===== src/rtl/pipeline_hazard_ctrl.sv =====
// pipeline_hazard_ctrl: stall/flush sequencer for the 5-stage RV32 pipeline.
module pipeline_hazard_ctrl #(
    parameter int INIT_CYCLES = 4,
    parameter int CNT_W       = 16
) (
    input  logic             clock,
    input  logic             reset,
    input  logic [4:0]       ifid_rs1,
    input  logic [4:0]       ifid_rs2,
    input  logic             ifid_uses_rs1,
    input  logic             ifid_uses_rs2,
    input  logic             idex_mem_read,
    input  logic [4:0]       idex_rd,
    input  logic             mem_branch_taken,
    input  logic             dmem_busy,
    output logic             pc_write,
    output logic             ifid_write,
    output logic             ifid_flush,
    output logic             idex_flush,
    output logic             exmem_flush,
    output logic             pipe_write,
    output logic [1:0]       ctrl_state,
    output logic [CNT_W-1:0] stall_cycles,
    output logic [CNT_W-1:0] flush_events
);
    typedef enum logic [1:0] {INIT = 2'd0, RUN = 2'd1, MEM_WAIT = 2'd2} state_t;

    state_t           state_q, state_d;
    logic [3:0]       init_cnt_q, init_cnt_d;
    logic             branch_pending_q, branch_pending_d;
    logic [CNT_W-1:0] stall_q, stall_d, flush_q, flush_d;
    logic             load_use, br, stall_inc, flush_inc;

    assign load_use = idex_mem_read && idex_rd != 5'd0 &&
                      ((ifid_uses_rs1 && idex_rd == ifid_rs1) || (ifid_uses_rs2 && idex_rd == ifid_rs2));
    assign br = mem_branch_taken || branch_pending_q;

    always_comb begin
        state_d          = state_q;
        init_cnt_d       = init_cnt_q;
        branch_pending_d = branch_pending_q;
        pc_write         = 1'b1;
        ifid_write       = 1'b1;
        ifid_flush       = 1'b0;
        idex_flush       = 1'b0;
        exmem_flush      = 1'b0;
        pipe_write       = 1'b1;
        flush_inc        = 1'b0;
        case (state_q)
            RUN, MEM_WAIT: begin
                state_d = RUN;
                if (dmem_busy) begin
                    // Freeze; a branch seen while entering the wait is remembered for the exit cycle
                    pc_write   = 1'b0;
                    ifid_write = 1'b0;
                    pipe_write = 1'b0;
                    state_d    = MEM_WAIT;
                    if (state_q == RUN && mem_branch_taken) branch_pending_d = 1'b1;
                end else if (br) begin
                    ifid_flush       = 1'b1;
                    idex_flush       = 1'b1;
                    exmem_flush      = 1'b1;
                    flush_inc        = 1'b1;
                    branch_pending_d = 1'b0;
                end else if (load_use) begin
                    pc_write   = 1'b0;
                    ifid_write = 1'b0;
                    idex_flush = 1'b1;
                end
            end
            default: begin
                pc_write    = 1'b0;
                ifid_flush  = 1'b1;
                idex_flush  = 1'b1;
                exmem_flush = 1'b1;
                init_cnt_d  = init_cnt_q - 4'd1;
                state_d     = init_cnt_q == 4'd0 ? RUN : INIT;
            end
        endcase
        stall_inc = state_q != INIT && !pc_write;
        stall_d   = stall_q + {{(CNT_W-1){1'b0}}, stall_inc && !(&stall_q)};
        flush_d   = flush_q + {{(CNT_W-1){1'b0}}, flush_inc && !(&flush_q)};
    end

    always_ff @(posedge clock) begin
        if (reset) begin
            state_q          <= INIT;
            init_cnt_q       <= 4'(INIT_CYCLES - 1);
            branch_pending_q <= 1'b0;
            stall_q          <= '0;
            flush_q          <= '0;
        end else begin
            state_q          <= state_d;
            init_cnt_q       <= init_cnt_d;
            branch_pending_q <= branch_pending_d;
            stall_q          <= stall_d;
            flush_q          <= flush_d;
        end
    end

    assign ctrl_state   = state_q;
    assign stall_cycles = stall_q;
    assign flush_events = flush_q;
endmodule


===== config.mk =====
export PLATFORM = sky130hd
export DESIGN_NAME = pipeline_hazard_ctrl
export DESIGN_NICKNAME = d
export VERILOG_FILES = /design/src/rtl/pipeline_hazard_ctrl.sv
export SDC_FILE = /design/constraint.sdc
export NUM_CORES = 1
export LEC_CHECK = 0
export CAP_MARGIN = 30
export CORE_ASPECT_RATIO = 0.7
export CORE_MARGIN = 2
export CORE_UTILIZATION = 30
export DETAILED_ROUTE_END_ITERATION = 7
export MAX_ROUTING_LAYER = met4
export PLACE_DENSITY = 0.63
export SLEW_MARGIN = 20
export SYNTH_ARGS = -nofsm -noshare
export SYNTH_HDL_FRONTEND = slang
export SYNTH_SLANG_ARGS = --single-unit

===== constraint.sdc =====
create_clock -name clock -period 2.76 [get_ports clock]
set_input_delay 0.552 -clock clock [delete_from_list [all_inputs] [get_ports clock]]
set_output_delay 0.552 -clock clock [all_outputs]
set_load 0.01 [all_outputs]

Yosys cells after proc, flatten, opt, wreduce, memory -nomap -nowiden

Index checks and enable logic that the tools add are counted.

Logic and storage cells: 55
Register bits after elaboration: 39

Mux-type cells: 21
Eq/ne operators: 5
Add/sub/neg operators: 3
Reductions and logical operators: 21

Operators by type and width:

| kind                | count |
|---|---|
| $add 16x1->16       | 2 |
| $reduce_and 16->1   | 2 |
| $mux 1              | 19 |
| $eq 5x5->1          | 2 |
| $logic_and 1x1->1   | 8 |
| $reduce_bool 5->1   | 1 |
| $logic_not 4->1     | 1 |
| $mux 2              | 2 |
| $reduce_bool 2->1   | 2 |
| $sub 4x1->4 const B | 1 |
| $logic_not 1->1     | 3 |
| $reduce_and 3->1    | 1 |
| $eq 2x1->1 const B  | 1 |
| $eq 2x2->1 const B  | 1 |
| $logic_or 1x1->1    | 2 |
| $ne 2x1->1 const B  | 1 |
| $reduce_or 2->1     | 1 |

Depth between registers and ports, before layout

Word-level depth: 12
Gate-level depth with buffers: 12
Mapped depth without buffers: 10

Worst setup path before layout

No wires, ideal clock.

Path kind: input to register
From: in idex_rd[1]
To: reg stall_q[8], in the netlist stall_cycles[8]
Path buffers: 1
Cell stages on the path: 10
Arrival: 2.352 ns
Slack: 0.281 ns
Path through: or4_4 o211a_1 and3_1 o2bb2ai_1 ha_1 ha_1 clkbuf_1 nand4_1 xor2_1 nor2_1

Word-level cells in the longest chain between the ends: 12
Elaborated cells between the ends (all ways): 16

Ends and longest elaborated chain:

| element                | line | text |
|---|---|---|
| start: declaration     | 13   | `input logic [4:0] idex_rd,` |
| $eq 5x5->1             | 35   | `((ifid_uses_rs1 && idex_rd == ifid_rs1) \|\| (ifid_uses_rs2 && idex_rd == ifid_rs2));` |
| $logic_and 1x1->1      | 35   |  |
| $logic_or 1x1->1       | 35   |  |
| $logic_and 1x1->1 *    | 34   | `assign load_use = idex_mem_read && idex_rd != 5'd0 &&` |
| $mux 1 *               | 65   | `end else if (load_use) begin` |
| $mux 1 *               | 59   | `end else if (br) begin` |
| $mux 1 *               | 52   | `if (dmem_busy) begin` |
| $mux 1 *               | 49   | `case (state_q)` |
| $logic_not 1->1 *      | 80   | `stall_inc = state_q != INIT && !pc_write;` |
| $logic_and 1x1->1 *    | 80   |  |
| $logic_and 1x1->1 *    | 81   | `stall_d = stall_q + {{(CNT_W-1){1'b0}}, stall_inc && !(&stall_q)};` |
| $add 16x1->16 *        | 81   |  |
| end signal: assignment | 96   | `stall_q <= stall_d;` |
| end: declaration       | 31   | `logic [CNT_W-1:0] stall_q, stall_d, flush_q, flush_d;` |

Mark *: on every way between the ends. The rest lies on a longest branch, timed or not.
A chain may end at the register's enable or synchronous reset.

Worst setup path in the final report

From: in idex_rd[2]
To: out pc_write

Word-level cells in the longest chain between the ends: 8
Elaborated cells between the ends (all ways): 12

Ends and longest elaborated chain:

| element             | line | text |
|---|---|---|
| $eq 5x5->1          | 35   |  |
| $logic_and 1x1->1   | 35   |  |
| $logic_or 1x1->1    | 35   |  |
| $logic_and 1x1->1 * | 34   |  |
| $mux 1 *            | 65   |  |
| $mux 1 *            | 59   |  |
| $mux 1 *            | 52   |  |
| $mux 1 *            | 49   |  |
| end: declaration    | 16   | `output logic pc_write,` |

Marked as above.

==> results.yml <==
run_status:
  outcome: "complete, no violations"
floorplanning:
  start_util_pct: 31.0
  die_w_microns: 99.8
  row_count: 24
  die_y_microns: 71.1
  die-area_sq_um: 7090
  coreArea_sq_um: 6220
  pin_count: 62
drt:
  wl_per_cell_microns: 13.1
  dr.first_iter.drc_count: 64
  vias: 1783
  routed_wirelength_mm: 4.81
  ant_nets: 0
  route.detailed.drc: 0
  dr.pass1.iters: 4
  viasPerCell: 4.85
yosys:
  synth-seq-area-share_pct: 40.5
  syn_area_per_cell_sq_um: 8.72
  syn-num-nets: 250
  synthCells: 221
  synth_area_sq_um: 1930
  yosysTopAreaCell: "dfxtp_1"
  synth_ff_type: "dfxtp_1"
  ys_seq_elements: 39
  ys_top_cells_by_area: "dfxtp_1 (40%), xor2_1 (10%), xnor2_1 (6.4%)"
  synthArstFlopShare_pct: 0
  yosys_warnings: 0
  synth.distinct_cells: 32
  yosysTopAreaCellShare_pct: 40.5
  synth_edf_count: 0
setup_path:
  worstSetupPathType: "primary input to primary output"
  critPathMaxFanout: 2
  end_kind: "primary output"
  arrival_ns: 2.14
  critPathLaunchType: "primary input"
  cp.required_ns: 2.21
timing:
  min_period_ns: 2.70
  setup_viol: 0
  fmax_mhz: 371
  finalMaxSlewViolations: 0
  maxSlewHeadroom_pct: 77.2
  worst_clock_skew_ns: 0.00540
  fin_tns_setup_ns: 0
  fin_crit_sh_pct: 97.7
  whs_ns: 0.512
  finalHoldViolCount: 0
  worst_pin_slew_ns: 0.338
finish:
  final_area_sq_um: 2780
  area_growth_pct: 44.3
  drive_above_1_share_pct: 9.31
  final_common_cell: "clkdlybuf4s50_1"
  postLayoutCoreUtil_pct: 44.8
  nets: 318
  antennaDiodeCount: 0
  mostFrequentLayoutCells: "clkdlybuf4s50_1 (57), dfxtp_1 (39), nor2_1 (30)"
clock_tree:
  hold_buffers: 0
  path_clk_slew_ns: 0.07
  cts_tree: "built"
  cts_buffer_depth: 2
  root_buffer: "clkbuf_8"
  cts_max_level: 2
  cts.sink_count: 39
  post_cts_buffers: 0
  cts-buffers-inserted: 5
  insertion_delay_ns: 0.30
place:
  gp_congestion: 0.769
  io_buffers: 61
  place_area_sq_um: 2670
  post-dp-hpwl_mm: 3.59
global_routing:
  antenna_found_initial: 0
  grt_use_total_pct: 14.6
  grt_pass1_vias: 1702
  overflow: 0
  grt_max_degree: 19
  grt_pass1_wl_mm: 7.89
job:
  cap_violations: 0
pwr:
  p_clk_share_pct: 35.6
  p_int_uw: 908
  total_power_uw: 1200
  p_leak_uw: 0.00107
  comb_power_share_pct: 14.7
  power_density_nw_per_um2: 430
  switching_share_pct: 24.1
  switchingPower_uw: 289
  peakVddDrop_uv: 175
  p_seq_share_pct: 49.6
hold_path:
  worst_hold_path_type: "flip-flop to flip-flop"
[per-layer routing]
layer  global-route usage [%]  share of wire, %  up-vias
met5                        -                 0        -
met4                     6.39               1.8        0
met3                     4.15               6.5        8
met2                     20.8                41       53
met1                     19.1                51      828
li1                         -                 -      894
[worst max-delay path, stage by stage]
cell and delay, ns:
clkdlybuf4s50_1 0.42, or4_4 0.52, o211a_1 0.23, a21oi_1 0.13, dlygate4sd2_1 0.29
[cells in the mapped netlist (all sizes together), types with 2 or more instances]
cell and count:
nor3 2, buf 4, o21ai 5, nor2b 5, ha 7, xnor2 14
and3 4, a21oi 6, nand3 10, inv 7, and4 9, xor2 23
and2 4, nand2b 2, dfxtp 39, or3 4, nand2 12, clkbuf 8
nor2 30, nand4 15
[power by group through the flow]
stage	logic, uW	registers (uW)	clock network (uW)
finish	176	594	427
floorplan	91.1	607	0
CTS	178	594	447
detailed placement	178	608	0
global route	193	596	472
global placement	174	606	0
[cell families (layout without fill, tap and decap cells)]
group,count (synthesis),in the layout,synth area share (%)
simple gates,100,100,27.6
mux,1,1,0.519
fa+ha+maj,7,7,4.54
buf+inv,19,88,4.22
xor+xnor,37,37,16.8
flops,39,39,40.5
compound gates,18,18,5.78
[worst paths after layout]
check                         from          endpoint  slack [ns]  cells past startpoint
hold reg to reg   flush_events[15]  flush_events[15]        0.51                      2
hold / removal    flush_events[15]  flush_events[15]        0.51                      2
setup / recovery        idex_rd[2]          pc_write        0.06                      5
setup reg to reg     ctrl_state[0]  flush_events[15]        0.44                      9
[registers in the layout, summed over array words and instances, names as in the netlist]
name	flops
flush_events	16
stall_cycles	16
ctrl_state	2
branch_pending_q	1
init_cnt_q	4
[layout make-up]
cell class / count / area (sq um)
Fill cell: 600 / 3430
Tap cell: 78 / 97.6
Timing Repair Buffer: 73 / 693
Inverter: 7 / 26.3
Multi-Input combinational cell: 163 / 1080
Clock buffer: 8 / 100
Sequential cell: 39 / 781
[timing repair]
item | CTS | global route
endpoints found under the hold margin | 0 | 0
gates resized for setup | 5 | 8
setup endpoints to repair | 8 | 10
cloned | 0 | 0
[stage by stage]
stage          worst slack [ns]  cells
2_1_floorplan             0.281    221
3_3_place_gp             -0.344    360
3_5_place_dp             -0.364    360
4_1_cts                  0.0132    368
5_1_grt                 -0.0261    368
6_report                 0.0638    368
Power figures use the tool's default switching activity.
